--- src/rtl/temporal_pkg.sv ---
// Shared types and sizes for the temporal (race-logic) edge encoder.
// Optional build macro: TEMPORAL_NO_SPIKE_EN (see temporal_lane).
package temporal_pkg;

    localparam int N_LANES = 8;
    localparam int VAL_W   = 3;
    localparam int T_MAX   = 2**VAL_W - 1;

    typedef enum logic [1:0] {
        ENC_IDLE = 2'd0,
        ENC_FIRE = 2'd1,
        ENC_GAP  = 2'd2
    } enc_state_t;

    typedef logic [VAL_W-1:0] tval_t;

endpackage

--- src/rtl/temporal_edge_encoder_lane.sv ---
// One temporal lane: stored value plus registered step output (val <= k).
// TEMPORAL_NO_SPIKE_EN: the all-ones value never rises ("no spike").
module temporal_lane
    import temporal_pkg::*;
#(
    parameter int W = VAL_W
) (
    input  logic         clk,
    input  logic         rst,
    input  logic         load,
    input  logic         en,
    input  logic [W-1:0] din,
    input  logic [W-1:0] kn,
    output logic         out
);

    localparam logic [W-1:0] VMAX = '1;

    logic [W-1:0] val;
    logic [W-1:0] v;
    logic         hit;

    // On accept the fresh value drives the k=0 compare directly.
    assign v = load ? din : val;

`ifdef TEMPORAL_NO_SPIKE_EN
    assign hit = (v <= kn) && (v != VMAX);
`else
    assign hit = (v <= kn);
`endif

    // Hold the lane value for the whole window.
    always_ff @(posedge clk or posedge rst) begin
        if (rst) begin
            val <= '0;
        end else if (load) begin
            val <= din;
        end
    end

    // Registered step output; forced low outside FIRE.
    always_ff @(posedge clk or posedge rst) begin
        if (rst) begin
            out <= 1'b0;
        end else begin
            out <= en & hit;
        end
    end

endmodule

--- src/rtl/temporal_edge_encoder.sv ---
// Temporal edge encoder: replays N W-bit values as step edges over 2**W cycles.
// Optional build macro: TEMPORAL_NO_SPIKE_EN (all-ones value means no spike).
module temporal_edge_encoder
    import temporal_pkg::*;
#(
    parameter int N   = N_LANES,
    parameter int W   = VAL_W,
    parameter int GAP = 1
) (
    input  logic           clk,
    input  logic           rst,
    input  logic           in_valid,
    output logic           in_ready,
    input  logic [N*W-1:0] in_vals,
    output logic [N-1:0]   out,
    output logic           window_start,
    output logic           window_done,
    output logic           busy
);

    localparam logic [W-1:0] KLAST = '1;
    localparam int GW = (GAP > 0) ? $clog2(GAP + 1) : 1;
    localparam logic [GW-1:0] GINIT = (GAP > 0) ? GW'(GAP - 1) : '0;

    enc_state_t    state;
    enc_state_t    state_n;
    logic [W-1:0]  k;
    logic [W-1:0]  k_n;
    logic [GW-1:0] g;
    logic [GW-1:0] g_n;
    logic          load;
    logic          fire_n;

    assign in_ready = (state == ENC_IDLE) & ~rst;
    assign busy     = (state != ENC_IDLE);

    // State, window counter and gap counter registers.
    always_ff @(posedge clk or posedge rst) begin
        if (rst) begin
            state <= ENC_IDLE;
            k     <= '0;
            g     <= '0;
        end else begin
            state <= state_n;
            k     <= k_n;
            g     <= g_n;
        end
    end

    // Next state; fire_n/k_n describe the cycle being registered into.
    always_comb begin
        state_n = state;
        k_n     = k;
        g_n     = g;
        load    = 1'b0;
        fire_n  = 1'b0;
        unique case (state)
            ENC_IDLE: begin
                if (in_valid) begin
                    load    = 1'b1;
                    fire_n  = 1'b1;
                    k_n     = '0;
                    state_n = ENC_FIRE;
                end
            end
            ENC_FIRE: begin
                if (k == KLAST) begin
                    k_n = '0;
                    if (GAP > 0) begin
                        g_n     = GINIT;
                        state_n = ENC_GAP;
                    end else begin
                        state_n = ENC_IDLE;
                    end
                end else begin
                    k_n    = k + 1'b1;
                    fire_n = 1'b1;
                end
            end
            ENC_GAP: begin
                if (g == '0) begin
                    state_n = ENC_IDLE;
                end else begin
                    g_n = g - 1'b1;
                end
            end
            default: begin
                state_n = ENC_IDLE;
            end
        endcase
    end

    // Window marker pulses, aligned with the registered lane outputs.
    always_ff @(posedge clk or posedge rst) begin
        if (rst) begin
            window_start <= 1'b0;
            window_done  <= 1'b0;
        end else begin
            window_start <= load;
            window_done  <= fire_n && (k_n == KLAST);
        end
    end

    for (genvar i = 0; i < N; i++) begin : g_lane
        temporal_lane #(
            .W (W)
        ) u_lane (
            .clk  (clk),
            .rst  (rst),
            .load (load),
            .en   (fire_n),
            .din  (in_vals[i*W +: W]),
            .kn   (k_n),
            .out  (out[i])
        );
    end

endmodule
--- config.mk ---
export PLATFORM = sky130hd
export DESIGN_NAME = temporal_edge_encoder
export DESIGN_NICKNAME = d
export VERILOG_FILES = /design/src/rtl/temporal_pkg.sv /design/src/rtl/temporal_edge_encoder_lane.sv /design/src/rtl/temporal_edge_encoder.sv
export SDC_FILE = /design/constraint.sdc
export NUM_CORES = 1
export LEC_CHECK = 0
export BUFFER_PORTS_ARGS = -buffer_cell sky130_fd_sc_hd__buf_2
export CAP_MARGIN = 20
export CELL_PAD_IN_SITES_DETAIL_PLACEMENT = 0
export CELL_PAD_IN_SITES_GLOBAL_PLACEMENT = 2
export CORE_MARGIN = 1.5
export CORE_UTILIZATION = 36
export CTS_CLUSTER_SIZE = 10
export DETAILED_ROUTE_END_ITERATION = 16
export PLACE_DENSITY_LB_ADDON = 0.1
export SLEW_MARGIN = 20
export SYNTH_ARGS = -nofsm -noshare
export SYNTH_HDL_FRONTEND = slang
export SYNTH_SLANG_ARGS = --single-unit
--- constraint.sdc ---
create_clock -name clk -period 2.7 [get_ports clk]
set_input_delay 0 -clock clk [delete_from_list [all_inputs] [get_ports clk]]
set_output_delay 0 -clock clk [all_outputs]
set_load 0.03 [all_outputs]
==> results.txt <==
Final #Nets: 289
Max Fclk: 426.0 MHz
Post-layout minimum cycle time: 2.348 ns
Starting Density: 37.82%
Inserted Clock Buffers: 5
I/O pins: 39
# setup viols final: 0
Share of cells above drive strength 1: 34.84%
# DRC: 0
Antenna viol nets, final: 0
Worst setup SP type: flip-flop
Maximum vdd ir drop: 0.5338 mV
Largest net degree at the start of global routing: 24
Critical-path cell with the highest stage delay: dfrtp_1
Global Route Usage Sum: 15.74%
CP Max Fanout: 4
H-tree depth: 2
First-pass GRT wire length: 7596 µm
CTS max path bufs: 2
Placeable Area: 0.005574 mm²
Routed WL: 4378 µm
Post-CTS Resized: 0
Register bit total from synthesis: 39
CP peak stage delay: 0.41 ns
Die ar.: 0.006324 mm²
Root buf cell: clkbuf_8
Placed Instances: 284
Syn Inst Count: 180
Final instance area: 0.002666 mm²
Sequential share of the synthesized area: 46.29%
Crit end category: flip-flop
GR Util met3: 3.543%
Die X: 79.53 µm
Post-synth top area cell: dfrtp_1
Starting DRT DRC Count: 51
Tightest hold margin: 0.2453 ns
Slew HR: 40.84%
Drt pass-1 iters: 4
Area Growth Syn to Fin: 26.47%
RSZ-0062 raised after global routing: false
Cell Area, Synth: 0.002108 mm²
GR peak layer: met2
Synth Area per Inst: 11.71 µm²
Crit Path Class: reg2reg
Hold/Removal Path Class: in2reg
Post-CTS Setup Repair Bufs: 0
Pleak: 1.312 nW
Outcome: finished clean
Die H: 79.53 µm
Final hold violation count: 0
Synth Warn #: 0
Overflow after GRT: 0
Critical path buffer and inverter count: 0
DP Wirelength: 3145 µm
CTS tree: done
Crit path top cell by count: ha_1
I/O Buffers: 38
Pwr/cell area: 1405 mW/mm²
Vias/cell: 4.858
Antenna violations before repair: 0
Skew final: 0.004923 ns
Pins Over Slew Limit: 0
# rows: 27
Max-cap check violation count: 0
Syn Nets: 225
Gpl congestion: 0.7714
N_diodes: 0
Cell Chain, Critical Path: ha_1 -> ha_1 -> a22oi_1 -> ha_1 -> nor3b_1 -> a221o_1 -> a221oi_2
Mean routed wirelength per cell: 13.85 µm
Clock Latency Late Sink: 0.29 ns
Placed cell areas: 0.002328 mm²
Via count: 1535
Top cell type's share of synthesized area: 46.29%
Final period utilization: 86.95%
Critical path data required time: 2.89 ns
Post-synthesis cell type count: 32
Ranking of synthesized cells by area: dfrtp_1 46%, mux2_2 12%, ha_1 11%
Slew @ Worst Pin: 0.8864 ns
Met1 Use GR: 18.52%
CP top delay family: compound AO/OA/AOI/OAI gates
Critical path arrival: 2.54 ns
Reg clk slew, reported paths: 0.07 ns
Number of global-route vias before repair: 1648
Total negative slack: 0 ns
Clock Sinks: 39
Final Non-Filler Cells: 316
Grt met2 use: 27.88%
## layout by cell type, fill, tap and decap left out, types with 4 or more instances in the layout
cell type      synthesis  routed
dfrtp_1               39      39
buf_2                  0      38
dlygate4sd3_1          0      25
mux2_2                22      22
inv_1                 18      18
ha_1                  18      18
nand2_1               15      15
a21o_1                 7       7
nor2_1                 7       7
o21ai_0                6       6
clkbuf_8               0       6
buf_4                  9       6
o311ai_0               5       5
a31oi_1                4       4
## report_power, final
group | switching [W] | total [W] | leakage (nW) | internal (W)
clock | 0.000197 | 0.000397 | 0.0470 | 0.000200
combinational | 0.00131 | 0.00237 | 0.795 | 0.00106
sequential | 0.0000957 | 0.000975 | 0.470 | 0.000879
total | 0.00161 | 0.00375 | 1.31 | 0.00214
## cells in the mapped netlist
cell / instances
buf_8: 1
inv_1: 18
a22oi_1: 1
nand2b_1: 3
a221o_1: 2
a31oi_1: 4
a221oi_2: 2
o311a_1: 1
dfrtp_1: 39
nor3b_4: 1
o21a_1: 1
nor4_1: 1
and2_1: 1
mux2_4: 2
a22oi_2: 1
buf_4: 9
or2_2: 1
nor2b_1: 1
nand2_1: 15
o21bai_2: 1
a21oi_1: 2
buf_6: 2
nor2_2: 2
ha_1: 18
nor3b_2: 1
maj3_2: 1
mux2_2: 22
nor3b_1: 2
nor2_1: 7
o21ai_0: 6
a21o_1: 7
o311ai_0: 5
## routing by layer
metal,routed length (µm),vias up
li1,-,752
met1,1952,753
met2,2225,25
met3,138,5
met4,61,0
met5,0,-
## registers in the layout, summed over array words and instances (netlist names)
name and cells:
window_start 1, g_lane.u_lane.val 24, k 3, window_done 1, state 2, g_lane.u_lane.out 8
## what timing repair did
item | 4_1_cts | 5_1_grt
endpoints found under the setup margin | 0 | 0
hold buffers | 25 | 0
hold endpoints to repair | 46 | 0
## path summary, 6_finish.rpt
path | start | end | slack (ns) | depth (start not counted)
worst max-delay path | k[0] | g_lane[0].u_lane.out | 0.35 | 7
worst min-delay path | in_valid | window_start | 0.25 | 3
worst max register to register | k[0] | g_lane[0].u_lane.out | 0.35 | 7
worst min register to register | g_lane[2].u_lane.val[0] | g_lane[2].u_lane.val[0] | 0.50 | 1
max in group asynchronous | rst | g_lane[3].u_lane.val[2] | 1.50 | 4
min in group asynchronous | rst | window_done | 0.45 | 3
## worst reg2reg max path, stage by stage (launching register included)
cell and delay [ns]:
dfrtp_1 0.41, ha_1 0.21, ha_1 0.27, a22oi_1 0.33, ha_1 0.32, nor3b_1 0.16
a221o_1 0.35, a221oi_2 0.20
## cells by family after synthesis
kind of cell | after synthesis | synth area share [%]
flops | 39 | 46.29
simple gates | 35 | 8.784
buf+inv | 30 | 8.189
fa+ha+maj | 19 | 11.22
mux | 24 | 13.18
compound gates | 33 | 12.34
## through the flow
| step | util, % | power (W) | worst slack (ns) |
|---|---|---|---|
| detailed placement | 41.77 | 0.003356 | 0.3490 |
| global route | 47.83 | 0.004165 | 0.1633 |
| floorplan | - | 0.002902 | 0.2046 |
| global placement | 41.77 | 0.003238 | 0.3637 |
| finish | 47.83 | 0.003746 | 0.3524 |
| CTS | 47.83 | 0.003800 | 0.3227 |
## layout make-up
cell class	count	area, µm²
inverters	18	67.56
fillers	532	2908
well taps	72	90.09
flip-flops and latches	39	975.9
clock buffers	6	82.58
clock inverters	1	5.005
repair buffers	69	485.5
multi-input cells	111	959.7
Note: power is estimated with default switching activity, not from simulation.
